### src/rtl/shared_mem_arbiter.sv
// shared_mem_arbiter: round-robin arbiter that lets four LC-3 cores share one
// asynchronous SRAM. One core is granted at a time. The arbiter drives the SRAM
// strobes for ACCESS_CYCLES cycles, then gives the granted core read data and a
// one-cycle memReady.
module shared_mem_arbiter #(
  parameter int ADDR_W        = 20,
  parameter int DATA_W        = 16,
  parameter int ACCESS_CYCLES = 2
) (
  input  logic                  Clk,
  input  logic                  Reset,
  input  logic [3:0]            mem_oe_n_i,
  input  logic [3:0]            mem_we_n_i,
  input  logic [4*ADDR_W-1:0]   addr_i,
  input  logic [4*DATA_W-1:0]   wdata_i,
  output logic [3:0]            mem_ready_o,
  output logic [DATA_W-1:0]     rdata_o,
  output logic [3:0]            grant_o,
  output logic [ADDR_W-1:0]     sram_addr_o,
  output logic [DATA_W-1:0]     sram_dout_o,
  input  logic [DATA_W-1:0]     sram_din_i,
  output logic                  sram_dq_oe_o,
  output logic                  sram_ce_n_o,
  output logic                  sram_oe_n_o,
  output logic                  sram_we_n_o,
  output logic [1:0]            state_o
);

  typedef enum logic [1:0] {
    S_IDLE   = 2'd0,
    S_ACCESS = 2'd1,
    S_DONE   = 2'd2
  } state_t;

  // Counter value in the final access cycle. The counter is 4 bits wide,
  // which covers ACCESS_CYCLES up to 15.
  localparam logic [3:0] LAST_CNT = 4'(ACCESS_CYCLES - 1);

  state_t              r_state;
  logic [1:0]          r_ptr;
  logic [1:0]          r_gsel;
  logic                r_is_write;
  logic [3:0]          r_cnt;
  logic [DATA_W-1:0]   r_rdata;

  logic [3:0]          w_req;
  logic [3:0]          w_rot;
  logic [1:0]          w_off;
  logic [1:0]          w_pick;

  // A core requests when either of its active-low strobes is low.
  assign w_req = ~mem_oe_n_i | ~mem_we_n_i;

  // Rotate requests so that bit 0 is the core at the round-robin pointer.
  // The lowest set bit is then the first requester at or after ptr.
  always_comb begin
    w_rot  = 4'({w_req, w_req} >> r_ptr);
    casez (w_rot)
      4'b???1: w_off = 2'd0;
      4'b??10: w_off = 2'd1;
      4'b?100: w_off = 2'd2;
      4'b1000: w_off = 2'd3;
      default: w_off = 2'd0;
    endcase
    w_pick = r_ptr + w_off;
  end

  // Arbitration and access sequencing FSM. The access type is fixed at grant.
  always_ff @(posedge Clk) begin
    if (Reset) begin
      r_state    <= S_IDLE;
      r_ptr      <= 2'd0;
      r_gsel     <= 2'd0;
      r_is_write <= 1'b0;
      r_cnt      <= 4'd0;
      r_rdata    <= '0;
    end else begin
      case (r_state)
        S_IDLE: begin
          if (|w_req) begin
            r_gsel     <= w_pick;
            r_is_write <= ~mem_we_n_i[w_pick];
            r_cnt      <= 4'd0;
            r_state    <= S_ACCESS;
          end
        end
        S_ACCESS: begin
          r_cnt <= r_cnt + 4'd1;
          if (!w_req[r_gsel]) begin
            // Requester gave up. Drop the access and keep the pointer so the
            // same core is still first in line.
            r_state <= S_IDLE;
          end else if (r_cnt == LAST_CNT) begin
            if (!r_is_write) begin
              r_rdata <= sram_din_i;
            end
            r_state <= S_DONE;
          end
        end
        S_DONE: begin
          r_ptr   <= r_gsel + 2'd1;
          r_state <= S_IDLE;
        end
        default: r_state <= S_IDLE;
      endcase
    end
  end

  // Output decode from registered state. Address and write data follow the
  // granted core's live inputs, so a MAR that settles late is still seen.
  always_comb begin
    mem_ready_o  = 4'b0000;
    grant_o      = 4'b0000;
    sram_addr_o  = '0;
    sram_dout_o  = '0;
    sram_dq_oe_o = 1'b0;
    sram_ce_n_o  = 1'b1;
    sram_oe_n_o  = 1'b1;
    sram_we_n_o  = 1'b1;
    case (r_state)
      S_ACCESS: begin
        grant_o     = 4'b0001 << r_gsel;
        sram_addr_o = addr_i[r_gsel*ADDR_W +: ADDR_W];
        sram_dout_o = wdata_i[r_gsel*DATA_W +: DATA_W];
        sram_ce_n_o = 1'b0;
        if (r_is_write) begin
          sram_dq_oe_o = 1'b1;
          // WE rises in the last cycle while address and data stay put,
          // which gives the SRAM its data hold time.
          sram_we_n_o  = (r_cnt == LAST_CNT);
        end else begin
          sram_oe_n_o  = 1'b0;
        end
      end
      S_DONE: begin
        grant_o     = 4'b0001 << r_gsel;
        mem_ready_o = 4'b0001 << r_gsel;
        sram_addr_o = addr_i[r_gsel*ADDR_W +: ADDR_W];
        sram_dout_o = wdata_i[r_gsel*DATA_W +: DATA_W];
      end
      default: ;
    endcase
  end

  assign rdata_o = r_rdata;
  assign state_o = r_state;

endmodule

### config.mk
export PLATFORM = sky130hd
export DESIGN_NAME = shared_mem_arbiter
export DESIGN_NICKNAME = d
export VERILOG_FILES = /design/src/rtl/shared_mem_arbiter.sv
export SDC_FILE = /design/constraint.sdc
export NUM_CORES = 1
export LEC_CHECK = 0
export BUFFER_PORTS_ARGS = -buffer_cell sky130_fd_sc_hd__buf_2
export CORE_AREA = 2 2 91 93
export CTS_CLUSTER_SIZE = 20
export DETAILED_ROUTE_END_ITERATION = 6
export DIE_AREA = 0 0 93 95
export GPL_TIMING_DRIVEN = 0
export PLACE_DENSITY = 0.72
export SLEW_MARGIN = 20
export SYNTH_ARGS = -nofsm -noshare
export SYNTH_HDL_FRONTEND = slang
export SYNTH_SLANG_ARGS = --single-unit
### constraint.sdc
create_clock -name Clk -period 2.45 [get_ports Clk]
set_input_delay 0.1225 -clock Clk [delete_from_list [all_inputs] [get_ports Clk]]
set_output_delay 0.1225 -clock Clk [all_outputs]
set_load 0.01 [all_outputs]
# After elaboration in Yosys (flattened, before gate mapping)
# Index checks and enable logic that the tools add are counted.
# totals
elab_cells,58
in_bits,170
regBits,27
out_inout_bits,66
# op_classes
bitwise_logic,5
multipliers,1
n_eq_ne,8
n_addsub,3
magnitude_cmp,2
shifts,4
mux,21
reduce_logical,8
# ops
cell,count
80-bit by 8-bit variable part select with 20-bit output,1
64-bit by 7-bit variable part select with 16-bit output,1
20-bit 2-to-1 mux,1
16-bit 2-to-1 mux,1
4-bit 2-to-1 mux,3
1-bit 2-to-1 mux,8
4-bit inverter,2
4-bit one-hot mux with 2 select lines,1
8-bit by 2-bit >> shifter with 4-bit output,1
2-bit by 3-bit < comparator with 1-bit output (second input constant),2
2-bit 2-to-1 mux,3
2-bit one-hot mux with 3 select lines,1
2-bit AND reduction,3
2-bit by 3-bit multiplier with 5-bit output (second input constant),1
4-bit by 1-bit adder with 4-bit output (second input constant),1
1-bit binary-select mux with 2-bit select,2
2-bit equality test (second input constant),2
4-bit by 1-bit equality test with 1-bit output (second input constant),1
4-bit equality test (second input constant),1
4-bit bitwise OR,1
2-bit one-hot mux with 2 select lines,1
4-bit AND reduction,1
4-bit OR reduction,1
1-bit by 2-bit << shifter with 4-bit output (first input constant),1
other kinds (10),11

# Logic depth before layout (Yosys ltp)
# Gate-level depths: netlist (run 1).
# logic_depth
ltp_word,9
ltp_mapped,9
ltp_nobuf,9

# Worst setup path before layout (run 1)
# No wires, ideal clock.
# synth_timing
path_kind,reg-to-reg
from,register r_ptr[0]
to,register r_is_write
synth_period_minus_slack_ns,1.833
setup_slack_ns,0.617
arrival_ns,1.742
path_stages_with_launch,9
required_time_ns,2.359
path_cell_list,dfxtp_1 -> clkbuf_1 -> nor3_1 -> a31oi_1 -> o211ai_1 -> ha_1 -> a21o_1 -> a221o_1 -> a311oi_1
# synth_between
elab_chain_cells,7
# synth_lines
element,line,rtl
from (decl),40,logic [1:0] r_ptr;
from (signal assigned),101,r_ptr <= r_gsel + 2'd1;
8-bit by 2-bit >> shifter with 4-bit output,57,"w_rot = 4'({w_req, w_req} >> r_ptr);"
"4-bit equality test, or another cell as far along",58,casez (w_rot)
2-bit one-hot mux with 3 select lines,58,
2-bit adder *,65,w_pick = r_ptr + w_off;
1-bit binary-select mux with 2-bit select *,82,r_is_write <= ~mem_we_n_i[w_pick];
1-bit 2-to-1 mux (implied by the code) *,82,
1-bit inverter *,82,
to (signal assigned),82,
to (decl),42,logic r_is_write;
# Every way passes the cells marked *; elsewhere a longest branch is shown, timed or not. The select of a mux whose other input is x is not followed.
# A chain may end at the register's enable or synchronous reset.

# Final worst setup path (run 1)
# layout_timing
from,register r_gsel[0]
to,output port sram_dout_o[8]
# layout_between
elab_chain_cells,2
# layout_lines
element,line,rtl
from (decl),41,logic [1:0] r_gsel;
from (signal assigned),81,r_gsel <= w_pick;
64-bit by 7-bit variable part select with 16-bit output,"124, 139",
16-bit 2-to-1 mux,-,
to (decl),20,"output logic [DATA_W-1:0] sram_dout_o,"
# No other way between the ends.

==> qor.csv, run 1 <==
stage,metric,value,unit
die,core area,7930,um^2
final_layout,layout cells sized above 1,0.578,
synth,syn nets,433,
sta,Rel. slew slack,0.627,
worst_hold_path,Hold Path Class,in2reg,
worst_setup_path,Crit Reg-Reg Endpoint,r_is_write,
final_layout,area grow syn2layout,53.6,%
power,PnR Total Power,0.00163,W
global_route,GRT busiest layer,met2,
routing,# DRC,0,
power,leak pwr,2.04,nW
clock_network,postcts setup bufs,0,
worst_hold_path,WHS Path Cells,3,
worst_setup_path,"setup slack, reg-to-reg",0.42,ns
routing,1st-iter DRT viols,65,
global_route,GRT Total Usage,0.211,
final_layout,"commonest non-fill, non-tap cell in the layout",buf_2,
clock_network,root buffer cell,clkbuf_8,
synth,Post-synth EDFFs,0,
die,Rows,33,
synth,Synth async-reset ratio,0,
global_route,largest net degree at the start of global routing,17,
clock_network,Num CTS Buffers,3,
routing,first drt pass iteration count,4,
synth,sequential area share after synthesis,0.210,
worst_setup_path,Reg2Reg Depth,8,
sta,sum of negative setup slack,0,ns
final_layout,filler cell count,775,
clock_network,worst skew pair latency,0.27,ns
sta,final setup vio count,0,
global_route,total global routing overflow,0,
synth,Avg Inst Size Synth,10.2,um^2
placement,dpl hpwl,8.53,mm
sta,final hold viol count,0,
sta,min Tclk post-route,2.23,ns
final_layout,most frequent cells in the layout,"234 x buf_2, 47 x and2_1, 37 x mux4_2",
worst_setup_path,Crit Path Class,reg2out,
clock_network,hold_buf cts,0,
worst_hold_path,Hold Path Sink,rdata_o[5],
routing,Routed Antenna Nets,0,
final_layout,Final #Nets,672,
run,max-cap viol count,0,
clock_network,"Clk pin slew, worst setup/hold paths",0.09,ns
clock_network,CTS sink cnt,27,
worst_setup_path,CP Max Fanout,10,
synth,"flops & latches, synth",27,
synth,Synth cell types,36,
power,Power Dens Cells,413,nW/um^2
clock_network,CTS resizes,0,
placement,RD Place Congestion,0.833,
synth,Post-synth top flop,dfxtp_1,
placement,number of port buffers,234,
sta,Fmax,449,MHz
routing,WL final,9.72,mm
synth,Syn. warnings,0,
worst_setup_path,Worst R2R Start,r_ptr[0],
sta,Worst Skew,0.00261,ns
worst_setup_path,WP data required,2.33,ns
power,Max VDD drop,0.226,mV
worst_setup_path,CP Launch Point,r_gsel[0],
global_route,met2 GRT Util,0.365,
status,status,"finished, final reports clean",
routing,drt via density,4.89,
global_route,first-pass GRT wire length,14.5,mm
clock_network,CTS tree,done,
clock_network,H-tree levels,1,
global_route,grt met3 use,0.0998,
die,Die Ht,95,um
global_route,initial antenna violation count,9,
routing,vias,2944,
die,die width,93,um
worst_setup_path,WP data arrival,2.11,ns
final_layout,Final Core Density,0.498,
worst_hold_path,HP Start,sram_din_i[5],
worst_setup_path,critical path startpoint category,flip-flop,
clock_network,clock buffer depth,2,
sta,RSZ-0062 raised after global routing,no,
routing,WL/cell,16.1,um
worst_setup_path,CP Capture Type,output port,
synth,synthesized area,2570,um^2
die,# IOs,236,
sta,Tcrit/Tclk final,0.910,
sta,Final Max Slew Viols,0,
global_route,met1 Usage GRT,0.243,
die,Die ar.,8840,um^2
die,initial cell density of the core,0.324,
global_route,number of global-route vias before repair,2845,
sta,worst slew pin tran,0.560,ns
synth,Cells after Synth,253,
-- cells in the mapped netlist (all sizes together) (2+ instances only) --
| master | n | area [um^2] |
|---|---|---|
| ha | 10 | 125 |
| clkbuf | 12 | 45.0 |
| o21a | 2 | 15.0 |
| a21oi | 7 | 35.0 |
| dfxtp | 27 | 541 |
| inv | 6 | 30.0 |
| a21o | 2 | 15.0 |
| nand2 | 13 | 51.3 |
| and4 | 3 | 26.3 |
| xor2 | 2 | 17.5 |
| nand4 | 3 | 18.8 |
| mux2i | 18 | 180 |
| nor2 | 31 | 116 |
| o21ai | 6 | 30.0 |
| and2 | 48 | 300 |
| a211oi | 3 | 22.5 |
| nand3 | 4 | 20.0 |
| buf | 7 | 62.6 |
| a31oi | 2 | 12.5 |
| mux4 | 37 | 833 |
-- stage by stage --
| step | hold WS, ns | std cells | worst slack [ns] | cell area [um^2] |
|---|---|---|---|---|
| floorplan | 0.266 | 253 | 0.617 | 2570 |
| global placement | 0.355 | 592 | 0.342 | 3870 |
| detailed placement | 0.362 | 592 | 0.326 | 3870 |
| CTS | 0.0723 | 596 | 0.0288 | 3920 |
| global route | 0.0828 | 597 | 0.0894 | 3930 |
| finish | 0.0741 | 602 | 0.221 | 3950 |
-- routing by layer --
metal  share of wire  wire (um)
met4          0.0091         88
met3            0.12       1150
met1            0.39       3810
met5          0.0035         34
met2            0.48       4640
-- cell families (layout without fill, tap and decap cells) --
| family | after synthesis | in the layout | share of synthesized area |
|---|---|---|---|
| buffers and inverters | 25 | 263 | 0.0536 |
| adder cells (fa/ha/maj) | 10 | 10 | 0.0487 |
| XOR/XNOR | 2 | 2 | 0.00682 |
| AND/OR/NAND/NOR | 107 | 107 | 0.219 |
| flip-flops | 27 | 27 | 0.210 |
| multiplexers | 55 | 55 | 0.394 |
| other | 0 | 6 | 0 |
| AO/OA/AOI/OAI | 27 | 27 | 0.0672 |
-- where the power goes --
| part | total (W) | leakage, nW | switching (W) | internal [W] |
|---|---|---|---|---|
| combinational | 0.000893 | 1.80 | 0.000425 | 0.000468 |
| sequential | 0.000480 | 0.219 | 0.0000187 | 0.000461 |
| clock | 0.000256 | 0.0218 | 0.000141 | 0.000115 |
| total | 0.00163 | 2.04 | 0.000585 | 0.00104 |
-- state kept, by name (all words and copies together) (netlist names) --
register,count
r_cnt,4
r_gsel,2
r_is_write,1
r_ptr,2
rdata_o,16
state_o,2
-- worst max-delay path by stage --
| stage | depth (start not counted) | slack [ns] | endpoint |
|---|---|---|---|
| floorplan | 8 | 0.62 | r_is_write |
| global placement | 5 | 0.34 | sram_dout_o[8] |
| detailed placement | 5 | 0.33 | sram_dout_o[8] |
| CTS | 5 | 0.03 | sram_dout_o[8] |
| global route | 5 | 0.09 | sram_addr_o[2] |
| finish | 5 | 0.22 | sram_dout_o[8] |
-- worst max-delay path: stages (launching register included) --
cell and delay [ns]:
dfxtp_1 0.39, clkbuf_4 0.29, clkbuf_4 0.31, mux4_2 0.53
and2_1 0.18, buf_2 0.14
-- area by class of cell --
| class | instances | area [um^2] | share of cell area |
|---|---|---|---|
| Antenna cell | 6 | 15.0 | 0.00380 |
| Buffer | 19 | 118 | 0.0298 |
| Clock buffer | 3 | 41.3 | 0.0105 |
| Clock inverter | 1 | 7.51 | 0.00190 |
| Inverter | 6 | 30.0 | 0.00761 |
| Multi-Input combinational cell | 201 | 1890 | 0.479 |
| Sequential cell | 27 | 541 | 0.137 |
| Tap cell | 105 | 131 | 0.0333 |
| Timing Repair Buffer | 234 | 1170 | 0.297 |
Power figures use the tool's default switching activity.
==> run 2, diff against run 1 <==
GPL_TIMING_DRIVEN = unset   (was 0)
==> run 2 against run 1 <==
Net effect:
- register-to-register slack gained 0.14 ns
- sequential power grew 0.8%
- count of clock-buffer cells in the layout is the same
- sequential share of layout area grew 0.31 points
- highest routed layer unchanged
- hold slack lost 0.0046 ns
- utilization shrank 0.88 points
- global-route usage shrank 0.55 points
- clock skew grew 0.0046 ns
- fmax grew 14%
==> qor.csv, run 2 (synthesis gave the netlist of run 1 again) <==
stage,metric,value,unit
power,Psw,0.000574,W
die,Die ar.,8840,um^2
sta,final hold slack,0.0695,ns
worst_setup_path,Crit Path Class,reg2out,
clock_network,CTS tree,done,
routing,vias,2914,
clock_network,postcts setup bufs,0,
global_route,first-pass GRT wire length,14.1,mm
sta,Worst Skew,0.00717,ns
routing,# DRC,0,
power,Max VDD drop,0.295,mV
die,initial cell density of the core,0.324,
clock_network,worst skew pair latency,0.28,ns
die,die width,93,um
sta,Final Max Slew Viols,0,
worst_setup_path,WP data arrival,1.83,ns
routing,drt via density,4.96,
clock_network,clock buffer depth,2,
status,status,"finished, final reports clean",
power,Comb power frac,0.537,
final_layout,most frequent cells in the layout,"235 x buf_2, 47 x and2_1, 37 x mux4_2",
clock_network,Num CTS Buffers,3,
power,Reg power frac,0.302,
clock_network,root buffer cell,clkbuf_8,
sta,sum of negative setup slack,0,ns
final_layout,Final Core Density,0.489,
run,max-cap viol count,0,
global_route,number of global-route vias before repair,2815,
routing,Routed Antenna Nets,0,
clock_network,CTS sink cnt,27,
placement,RD Place Congestion,0.844,
worst_setup_path,WP data required,2.33,ns
clock_network,"Clk pin slew, worst setup/hold paths",0.10,ns
final_layout,multi-input logic area,1890,um^2
power,Sw Ratio,0.358,
final_layout,"commonest non-fill, non-tap cell in the layout",buf_2,
worst_hold_path,Hold Path Class,in2reg,
sta,Tcrit/Tclk final,0.799,
power,leak pwr,2.01,nW
sta,Fmax,511,MHz
final_layout,Final #Nets,658,
sta,worst slew pin tran,0.511,ns
final_layout,filler cell count,791,
power,P_int,0.00103,W
worst_setup_path,"Largest stage delay, worst path",0.45,ns
die,# IOs,236,
die,Die Ht,95,um
worst_setup_path,CP Max Fanout,38,
sta,final setup vio count,0,
routing,WL final,9.42,mm
clock_network,hold_buf cts,0,
global_route,total global routing overflow,0,
worst_setup_path,CP Capture Type,output port,
global_route,GRT Total Usage,0.206,
worst_setup_path,CP Cell Sequence,buf_4 -> mux4_2 -> and2_1 -> buf_2,
sta,final hold viol count,0,
die,core area,7930,um^2
routing,WL/cell,16.0,um
final_layout,max FFs per register,16,
clock_network,CTS resizes,0,
power,Power Dens Cells,414,nW/um^2
global_route,initial antenna violation count,7,
final_layout,layout cells sized above 1,0.595,
placement,number of port buffers,235,
final_layout,area grow syn2layout,50.8,%
clock_network,H-tree levels,1,
power,PnR Total Power,0.00161,W
final_layout,final instance area,3880,um^2
placement,Placed Area,3810,um^2
final_layout,Register Area,543,um^2
routing,1st-iter DRT viols,63,
die,Rows,33,
worst_setup_path,critical path startpoint category,flip-flop,
sta,min Tclk post-route,1.96,ns
worst_setup_path,Worst path slowest cell,buf_4,
power,clock network power share,0.162,
routing,first drt pass iteration count,4,
sta,RSZ-0062 raised after global routing,no,
global_route,largest net degree at the start of global routing,41,
placement,dpl hpwl,8.12,mm
sta,Rel. slew slack,0.660,
==> run 2: changes by cell type in the layout (fill, tap and decap cells not counted), sizes merged <==
cell / change
clkbuf: -16
diode: -1
buf: +2
==> run 2: worst paths after layout <==
path / from / to / slack [ns] / cells after the start
setup / recovery: r_gsel[1] / sram_dout_o[8] / 0.49 / 4
setup reg to reg: r_ptr[0] / r_is_write / 0.56 / 7
hold reg to reg: rdata_o[10] / rdata_o[10] / 0.50 / 2
hold / removal: sram_din_i[9] / rdata_o[9] / 0.07 / 3
==> run 2: final cells by class <==
type	count	area share
Multi-Input combinational cell	201	0.488
Timing Repair Buffer	239	0.314
Sequential cell	27	0.140
Tap cell	105	0.0339
Antenna cell	5	0.00323
Inverter	6	0.00775
Clock buffer	3	0.0107
Clock inverter	1	0.00194
==> run 2: power groups by stage <==
stage | clock network [W] | registers, W | logic (W)
CTS | 0.000268 | 0.000485 | 0.000873
global placement | 0 | 0.000493 | 0.000854
global route | 0.000286 | 0.000487 | 0.000949
finish | 0.000260 | 0.000484 | 0.000861
detailed placement | 0 | 0.000495 | 0.000872
floorplan | 0 | 0.000492 | 0.000532
==> run 2: worst max-delay path, delay by kind of cell (launching register included) <==
family	cells	cell delay, ns
DFF	1	0.39
and+or+nand+nor	1	0.18
buffers and inverters	2	0.59
muxes	1	0.37
==> run 2: metal layers <==
layer	up-vias	GRT usage	part of all wire	routed length, um
li1	1391	-	-	-
met4	4	0.0515	0.016	148
met1	1362	0.219	0.36	3400
met3	18	0.104	0.13	1210
met5	-	0	0.0032	30
met2	139	0.365	0.49	4630
==> run 2: stage by stage <==
| step | std cells | setup slack, ns |
|---|---|---|
| 6_report | 587 | 0.493 |
| 5_1_grt | 583 | 0.412 |
| 4_1_cts | 582 | 0.495 |
| 3_5_place_dp | 578 | 0.532 |
| 3_3_place_gp | 578 | 0.608 |
| 2_1_floorplan | 253 | 0.617 |
